## config.mk

```make
export PLATFORM = sky130hd
export DESIGN_NAME = sfp_link_supervisor
export DESIGN_NICKNAME = d
export VERILOG_FILES = /design/src/rtl/sfp_link_supervisor.sv
export SDC_FILE = /design/constraint.sdc
export NUM_CORES = 1
export LEC_CHECK = 0
export BUFFER_PORTS_ARGS = -buffer_cell sky130_fd_sc_hd__buf_4
export CAP_MARGIN = 30
export CORE_ASPECT_RATIO = 0.5
export CORE_MARGIN = 3
export CORE_UTILIZATION = 61
export DETAILED_ROUTE_END_ITERATION = 8
export PLACE_DENSITY = 0.8
export SKIP_LAST_GASP = 1
export SYNTH_ARGS = -nofsm -noshare
export SYNTH_HDL_FRONTEND = slang
export SYNTH_SLANG_ARGS = --single-unit
```

## constraint.sdc

```tcl
create_clock -name i_clock -period 3.3 [get_ports i_clock]
set_clock_uncertainty 0.15 [all_clocks]
set_input_delay 0.825 -clock i_clock [delete_from_list [all_inputs] [get_ports i_clock]]
set_output_delay 0.825 -clock i_clock [all_outputs]
set_load 0.02 [all_outputs]
```

## src/rtl/sfp_link_supervisor.sv

```systemverilog
// Per-channel SFP+ link bring-up / fault-recovery sequencer.
// Each channel conditions LOS/TX_FAULT/MOD_ABS and sequences the PHY reset and TX_DISABLE.
//
// state      | meaning
// -----------+-----------------------------------------------------------
// ABSENT     | no module present; PHY held in reset, laser disabled
// RESET      | PHY reset held for P_RESET_CYCLES
// WAIT_READY | PHY released, waiting for ready (timeout only while light is present)
// UP         | link up
// FAULT      | TX_DISABLE pulse to clear a transmitter fault
// LOCKOUT    | retries exhausted; waits for i_restart
module sfp_link_supervisor #(
    parameter int P_CHANNELS        = 1,
    parameter int P_DEBOUNCE_CYCLES = 1024,
    parameter int P_RESET_CYCLES    = 256,
    parameter int P_READY_TIMEOUT   = 2**20,
    parameter int P_TXDIS_CYCLES    = 1024,
    parameter int P_MAX_RETRIES     = 7
) (
    input  logic                                                 i_clock,
    input  logic                                                 i_reset_n,
    input  logic [P_CHANNELS-1:0]                                i_sfp_los,
    input  logic [P_CHANNELS-1:0]                                i_sfp_tx_fault,
    input  logic [P_CHANNELS-1:0]                                i_sfp_mod_abs,
    input  logic [P_CHANNELS-1:0]                                i_phy_ready,
    input  logic [P_CHANNELS-1:0]                                i_restart,
    output logic [P_CHANNELS-1:0]                                o_phy_reset_n,
    output logic [P_CHANNELS-1:0]                                o_sfp_tx_disable,
    output logic [P_CHANNELS-1:0]                                o_link_up,
    output logic [P_CHANNELS-1:0]                                o_lockout,
    output logic [P_CHANNELS-1:0]                                o_link_change,
    output logic [P_CHANNELS-1:0][2:0]                           o_state,
    output logic [P_CHANNELS-1:0][$clog2(P_MAX_RETRIES+1)-1:0]   o_retry_count
);

    localparam int T_MAX_A = (P_RESET_CYCLES > P_TXDIS_CYCLES) ? P_RESET_CYCLES : P_TXDIS_CYCLES;
    localparam int T_MAX   = (P_READY_TIMEOUT > T_MAX_A) ? P_READY_TIMEOUT : T_MAX_A;
    localparam int TW      = $clog2(T_MAX + 1);
    localparam int RW      = $clog2(P_MAX_RETRIES + 1);
    localparam int DW      = $clog2(P_DEBOUNCE_CYCLES + 1);
    // {abs, fault, los}: safe defaults assume no module and no light
    localparam logic [2:0] DB_RST = 3'b101;

    typedef enum logic [2:0] {
        S_ABSENT     = 3'd0,
        S_RESET      = 3'd1,
        S_WAIT_READY = 3'd2,
        S_UP         = 3'd3,
        S_FAULT      = 3'd4,
        S_LOCKOUT    = 3'd5
    } state_e;

    for (genvar c = 0; c < P_CHANNELS; c++) begin : g_ch
        logic [2:0]    raw;
        logic [2:0]    sync1_q, sync2_q, samp_q, db_q, db_d;
        logic [DW-1:0] cnt_q [3];
        logic [DW-1:0] cnt_d [3];
        logic          los_db, fault_db, abs_db;

        assign raw = {i_sfp_mod_abs[c], i_sfp_tx_fault[c], i_sfp_los[c]};

        // two-flop synchroniser followed by a registered debouncer sample
        always_ff @(posedge i_clock or negedge i_reset_n) begin
            if (!i_reset_n) begin
                sync1_q <= DB_RST;
                sync2_q <= DB_RST;
                samp_q  <= DB_RST;
                db_q    <= DB_RST;
                for (int j = 0; j < 3; j++) cnt_q[j] <= '0;
            end else begin
                sync1_q <= raw;
                sync2_q <= sync1_q;
                samp_q  <= sync2_q;
                db_q    <= db_d;
                for (int j = 0; j < 3; j++) cnt_q[j] <= cnt_d[j];
            end
        end

        always_comb begin
            db_d = db_q;
            for (int j = 0; j < 3; j++) begin
                cnt_d[j] = '0;
                if (samp_q[j] != db_q[j]) begin
                    if (cnt_q[j] == DW'(P_DEBOUNCE_CYCLES - 1)) db_d[j] = samp_q[j];
                    else                                         cnt_d[j] = cnt_q[j] + 1'b1;
                end
            end
        end

        assign los_db   = db_q[0];
        assign fault_db = db_q[1];
        assign abs_db   = db_q[2];

        state_e        state_q, state_d;
        logic [TW-1:0] timer_q, timer_d;
        logic [RW-1:0] retry_q, retry_d, retry_inc;
        logic          attempt_failed;
        logic          phy_rst_n_q, txdis_q, up_q, up_dly_q, lock_q, chg_q;

        always_ff @(posedge i_clock or negedge i_reset_n) begin
            if (!i_reset_n) begin
                state_q     <= S_ABSENT;
                timer_q     <= '0;
                retry_q     <= '0;
                phy_rst_n_q <= 1'b0;
                txdis_q     <= 1'b1;
                up_q        <= 1'b0;
                up_dly_q    <= 1'b0;
                lock_q      <= 1'b0;
                chg_q       <= 1'b0;
            end else begin
                state_q     <= state_d;
                timer_q     <= timer_d;
                retry_q     <= retry_d;
                phy_rst_n_q <= (state_d == S_WAIT_READY) || (state_d == S_UP);
                txdis_q     <= (state_d == S_ABSENT) || (state_d == S_FAULT) || (state_d == S_LOCKOUT);
                up_q        <= (state_d == S_UP);
                up_dly_q    <= up_q;
                lock_q      <= (state_d == S_LOCKOUT);
                chg_q       <= up_q ^ up_dly_q;
            end
        end

        always_comb begin
            state_d        = state_q;
            timer_d        = timer_q + 1'b1;
            retry_d        = retry_q;
            retry_inc      = retry_q + 1'b1;
            attempt_failed = 1'b0;
            if (abs_db) begin
                state_d = S_ABSENT;
                retry_d = '0;
            end else if (fault_db && (state_q inside {S_ABSENT, S_RESET, S_WAIT_READY, S_UP})) begin
                state_d = S_FAULT;
            end else begin
                case (state_q)
                    S_ABSENT:     state_d = S_RESET;
                    S_RESET:      if (timer_q == TW'(P_RESET_CYCLES - 1)) state_d = S_WAIT_READY;
                    S_WAIT_READY: begin
                        if (i_phy_ready[c] && !los_db) begin
                            state_d = S_UP;
                            retry_d = '0;
                        end else if (!los_db && timer_q == TW'(P_READY_TIMEOUT - 1)) begin
                            attempt_failed = 1'b1;
                        end
                    end
                    S_UP:         if (los_db || !i_phy_ready[c]) state_d = S_RESET;
                    S_FAULT:      if (timer_q == TW'(P_TXDIS_CYCLES - 1)) attempt_failed = 1'b1;
                    S_LOCKOUT: begin
                        if (i_restart[c]) begin
                            state_d = S_RESET;
                            retry_d = '0;
                        end
                    end
                    default:      state_d = S_ABSENT;
                endcase
            end
            if (attempt_failed) begin
                retry_d = retry_inc;
                state_d = (retry_inc == RW'(P_MAX_RETRIES)) ? S_LOCKOUT : S_RESET;
            end
            // no light in WAIT_READY is not a failed attempt, so its timer stays parked
            if (state_d != state_q || (state_q inside {S_ABSENT, S_UP, S_LOCKOUT}) ||
                (state_q == S_WAIT_READY && los_db))
                timer_d = '0;
        end

        assign o_phy_reset_n[c]    = phy_rst_n_q;
        assign o_sfp_tx_disable[c] = txdis_q;
        assign o_link_up[c]        = up_q;
        assign o_lockout[c]        = lock_q;
        assign o_link_change[c]    = chg_q;
        assign o_state[c]          = state_q;
        assign o_retry_count[c]    = retry_q;
    end

endmodule

```

==> results by group <==
Run status
  • Status: finished clean

Setup path
  • Cell family with the largest share of critical-path delay: compound AO/OA/AOI/OAI gates
  • Worst path cell trace: ha_1, and4_2, nand2_2, o32ai_2, mux2_2, o221ai_2, buf_12, nor3_2
  • Critical path start-end classification: flop to flop
  • Critical path fanouts, max: 21
  • Kind of end point of the critical path: flop
  • CP max-delay cell: sky130_fd_sc_hd__mux2_2
  • Startpoint Class: flop
  • Data arrival time of the worst path: 2.67 ns
  • Buffer and inverter count on the worst path: 1
  • Data required time of the worst path: 3.35 ns
  • Reg2reg setup slack: 0.68 ns
  • Delay of the slowest cell on the worst path: 0.41 ns

Routing
  • Starting DRC count in detailed routing: 188
  • Detailed-route wire length on metal 1: 3320 um
  • First-pass detailed-route iteration total: 4
  • Total Wirelength: 7074 um
  • Number of nets with antenna violations after detailed routing: 0
  • Amount of wire on met3 after detailed routing: 322 um
  • Routed via count divided by cell count: 5.543
  • Wire length per cell: 14.96 um
  • Detailed-routed wire length on met2: 3364 um
  • Vias: 2,622
  • Highest routed metal layer: met4
  • Residual DRC count: 0

Clock tree
  • Post-cts resize count: 0
  • CTS root buf: sky130_fd_sc_hd__clkbuf_16
  • Clock Path Buffers: 2
  • Number of buffers inserted for hold repair after clock tree synthesis: 0
  • Setup fix buffers added after clock tree synthesis: 0
  • Clock tree from TritonCTS: yes
  • H-Tree Level Count: 3
  • Clock buffers created by TritonCTS: 9
  • Total number of clock tree sinks: 78
  • Clock network latency to the later pin of the worst-skew pair: 0.33 ns
  • Clock slew at reported path FFs: 0.06 ns

STA
  • Remaining max-slew budget at the tightest pin: 0.6100
  • Number of hold violations in the final report: 0
  • Unrepaired setup endpoints after global routing: false
  • Fmax: 382.1 MHz
  • Accumulated negative setup slack: 0 ns
  • Minimum clock period: 2.617 ns
  • Share of the clock period used by the worst path after layout: 0.7931
  • Least-Margin Pin Slew: 0.5811 ns
  • Number of max-slew violations in the final report: 0
  • Setup-violating endpoint count in the final report: 0

Die
  • Starting Density: 0.6640
  • Die Footprint: 0.007305 sq mm
  • # IOs: 18
  • Chip height: 61.96 um
  • Std-Cell Rows: 19
  • Core area: 0.005753 sq mm
  • Die Width: 117.9 um

Global route
  • First-pass GRT wire length: 12,490 um
  • Remaining Overflow, GRT: 0
  • Number of antenna violations at the first check in global routing: 0
  • Pin count of the biggest net entering global routing: 79
  • Via count of the first global-routing pass: 2,677
  • Overall global routing resource usage: 0.2192

Power and ir drop
  • Maximum vdd ir drop: 0.0004194 V
  • Comb pwr share: 0.029
  • Cell internal power dissipation: 1.520 mW
  • Clk network pwr share: 0.460
  • P per Cell Area: 448.7 mW/mm^2
  • Switching power summed over all nets: 0.4141 mW
  • Sequential fraction of design power: 0.511
  • Leakage power: 2.066 nW
  • Switching power as a share of total power: 0.2141

Logic synthesis
  • Count of different cell masters after synthesis: 49
  • Synth Flop Type: sky130_fd_sc_hd__dfrtp_1
  • Yosys synthesis warning count: 0
  • Mean Syn Cell Area: 10.52 sq um
  • Most area-consuming cells after synthesis: sky130_fd_sc_hd__dfrtp_1, sky130_fd_sc_hd__xor2_1, sky130_fd_sc_hd__dfstp_2, sky130_fd_sc_hd__nor3_2, sky130_fd_sc_hd__nand2_1
  • Synthesized area: 0.003820 sq mm
  • Share of synthesized registers carrying an async set or reset: 1.000
  • Sequential element share of the synthesized area: 0.5139
  • Share of Yosys cell area claimed by the top area cell type: 0.4520
  • Seq cells post-synth: 78
  • Cell type with the highest aggregate area in the netlist: sky130_fd_sc_hd__dfrtp_1
  • Post-synth net total: 376
  • Most common library cells after synthesis: sky130_fd_sc_hd__dfrtp_1, sky130_fd_sc_hd__nand2_1, sky130_fd_sc_hd__nor2_1
  • Count leader, synth: sky130_fd_sc_hd__dfrtp_1
  • Cells after synthesis: 363
  • Number of enable-type register cells in the synthesized netlist: 0

Placement
  • DP HPWL: 4652 um
  • Routability cong.: 0.9176
  • Number of placed cells counting well taps: 456
  • Count of input and output buffers: 17
  • Instance area after placement: 0.004015 sq mm

Cells and area
  • Antenna Cells: 0
  • Number of standard cells in the layout, taps in and fillers out: 473
  • Final core utilization: 0.7495
  • Area growth syn-to-layout: 12.87%
  • Final layout net count: 397
  • Share of layout cells above drive strength 1: 0.2108
  • Post-route standard cell area excluding fillers: 0.004312 sq mm

Job
  • Number of violations of the max-capacitance limit: 0

Min path
  • Worst min-delay path category: primary input to async pin
==> worst register-to-register path, cell delays in order (launching register included) <==
cell and delay [ns]:
sky130_fd_sc_hd__dfrtp_1 0.40, sky130_fd_sc_hd__ha_1 0.23, sky130_fd_sc_hd__and4_2 0.30, sky130_fd_sc_hd__nand2_2 0.13, sky130_fd_sc_hd__o32ai_2 0.34, sky130_fd_sc_hd__mux2_2 0.41
sky130_fd_sc_hd__o221ai_2 0.22, sky130_fd_sc_hd__buf_12 0.23, sky130_fd_sc_hd__nor3_2 0.08
==> stage by stage <==
| step | power (mW) | worst slack, ns | hold slack [ns] |
|---|---|---|---|
| CTS | 1.948 | 0.6914 | 0.1969 |
| floorplan | 1.026 | 0.7275 | 0.1812 |
| finish | 1.934 | 0.6827 | 0.1288 |
| global route | 2.011 | 0.4947 | 0.1155 |
| detailed placement | 1.058 | 0.4406 | 0.1847 |
| global placement | 1.055 | 0.5269 | 0.1847 |
==> layer usage <==
layer	GRT usage	up-vias
li1	-	1285
met1	0.2718	1272
met2	0.3793	57
met3	0.06962	8
met4	0.07667	0
met5	0	-
==> state kept, by name, indices dropped and copies added, names as in the netlist <==
signal and cells:
g_ch.sync2_q 3, g_ch.timer_q 21, o_link_change 1, g_ch.db_q 3, o_phy_reset_n 1, o_link_up 1
o_lockout 1, o_sfp_tx_disable 1, g_ch.cnt_q 33, g_ch.sync1_q 3, g_ch.samp_q 3, o_state 3
g_ch.up_dly_q 1, o_retry_count 3
==> cell type report <==
| type | count | area (sq um) |
|---|---|---|
| Clock buffer | 12 | 246.5 |
| Clock inverter | 4 | 22.52 |
| Fill cell | 412 | 1441 |
| Inverter | 9 | 33.78 |
| Multi-Input combinational cell | 264 | 1743 |
| Sequential cell | 78 | 1963 |
| Tap cell | 84 | 105.1 |
| Timing Repair Buffer | 22 | 197.7 |
==> power by group through the flow <==
stage / clock network [mW] / logic, mW / registers (mW)
2_1_floorplan: 0 / 0.0242 / 1.00
3_3_place_gp: 0 / 0.0503 / 1.00
3_5_place_dp: 0 / 0.0528 / 1.00
4_1_cts: 0.906 / 0.0538 / 0.988
5_1_grt: 0.957 / 0.0651 / 0.990
6_report: 0.890 / 0.0561 / 0.988
==> kinds of logic after synthesis <==
family | count (synthesis) | share of synthesized area
muxes | 4 | 0.01179
and+or+nand+nor | 186 | 0.2738
buffers and inverters | 21 | 0.02980
xor gates and xnor gates | 48 | 0.1101
AOI/OAI and AO/OA | 20 | 0.04094
adders and majority gates | 6 | 0.01965
DFF | 78 | 0.5139
==> final timing paths <==
check                                                   from                       endpoint  depth (start not counted)
worst max-delay path            g_ch[0].timer_q[0]$_DFF_PN0_  g_ch[0].timer_q[12]$_DFF_PN0_                          8
worst min-delay path                               i_reset_n   g_ch[0].timer_q[3]$_DFF_PN0_                          1
worst max register to register  g_ch[0].timer_q[0]$_DFF_PN0_  g_ch[0].timer_q[12]$_DFF_PN0_                          8
worst min register to register  g_ch[0].sync2_q[1]$_DFF_PN0_    g_ch[0].samp_q[1]$_DFF_PN0_                          0
max in group asynchronous                          i_reset_n    g_ch[0].db_q[2]$_DFFE_PN1P_                          2
min in group i_clock            g_ch[0].sync2_q[1]$_DFF_PN0_    g_ch[0].samp_q[1]$_DFF_PN0_                          0
==> cells in the final DEF, fill, tap and decap left out, types with 6 or more instances in the layout <==
| master | n |
|---|---|
| sky130_fd_sc_hd__and3_1 | 11 |
| sky130_fd_sc_hd__dfrtp_1 | 69 |
| sky130_fd_sc_hd__ha_1 | 6 |
| sky130_fd_sc_hd__dfstp_2 | 9 |
| sky130_fd_sc_hd__clkbuf_16 | 9 |
| sky130_fd_sc_hd__nand4_1 | 9 |
| sky130_fd_sc_hd__xnor2_1 | 17 |
| sky130_fd_sc_hd__buf_4 | 20 |
| sky130_fd_sc_hd__nor2_1 | 41 |
| sky130_fd_sc_hd__nor3_1 | 13 |
| sky130_fd_sc_hd__nand3_1 | 19 |
| sky130_fd_sc_hd__nor3_2 | 20 |
| sky130_fd_sc_hd__xor2_1 | 31 |
| sky130_fd_sc_hd__nand2_1 | 42 |
| sky130_fd_sc_hd__inv_1 | 9 |
Power figures use the tool's default switching activity.
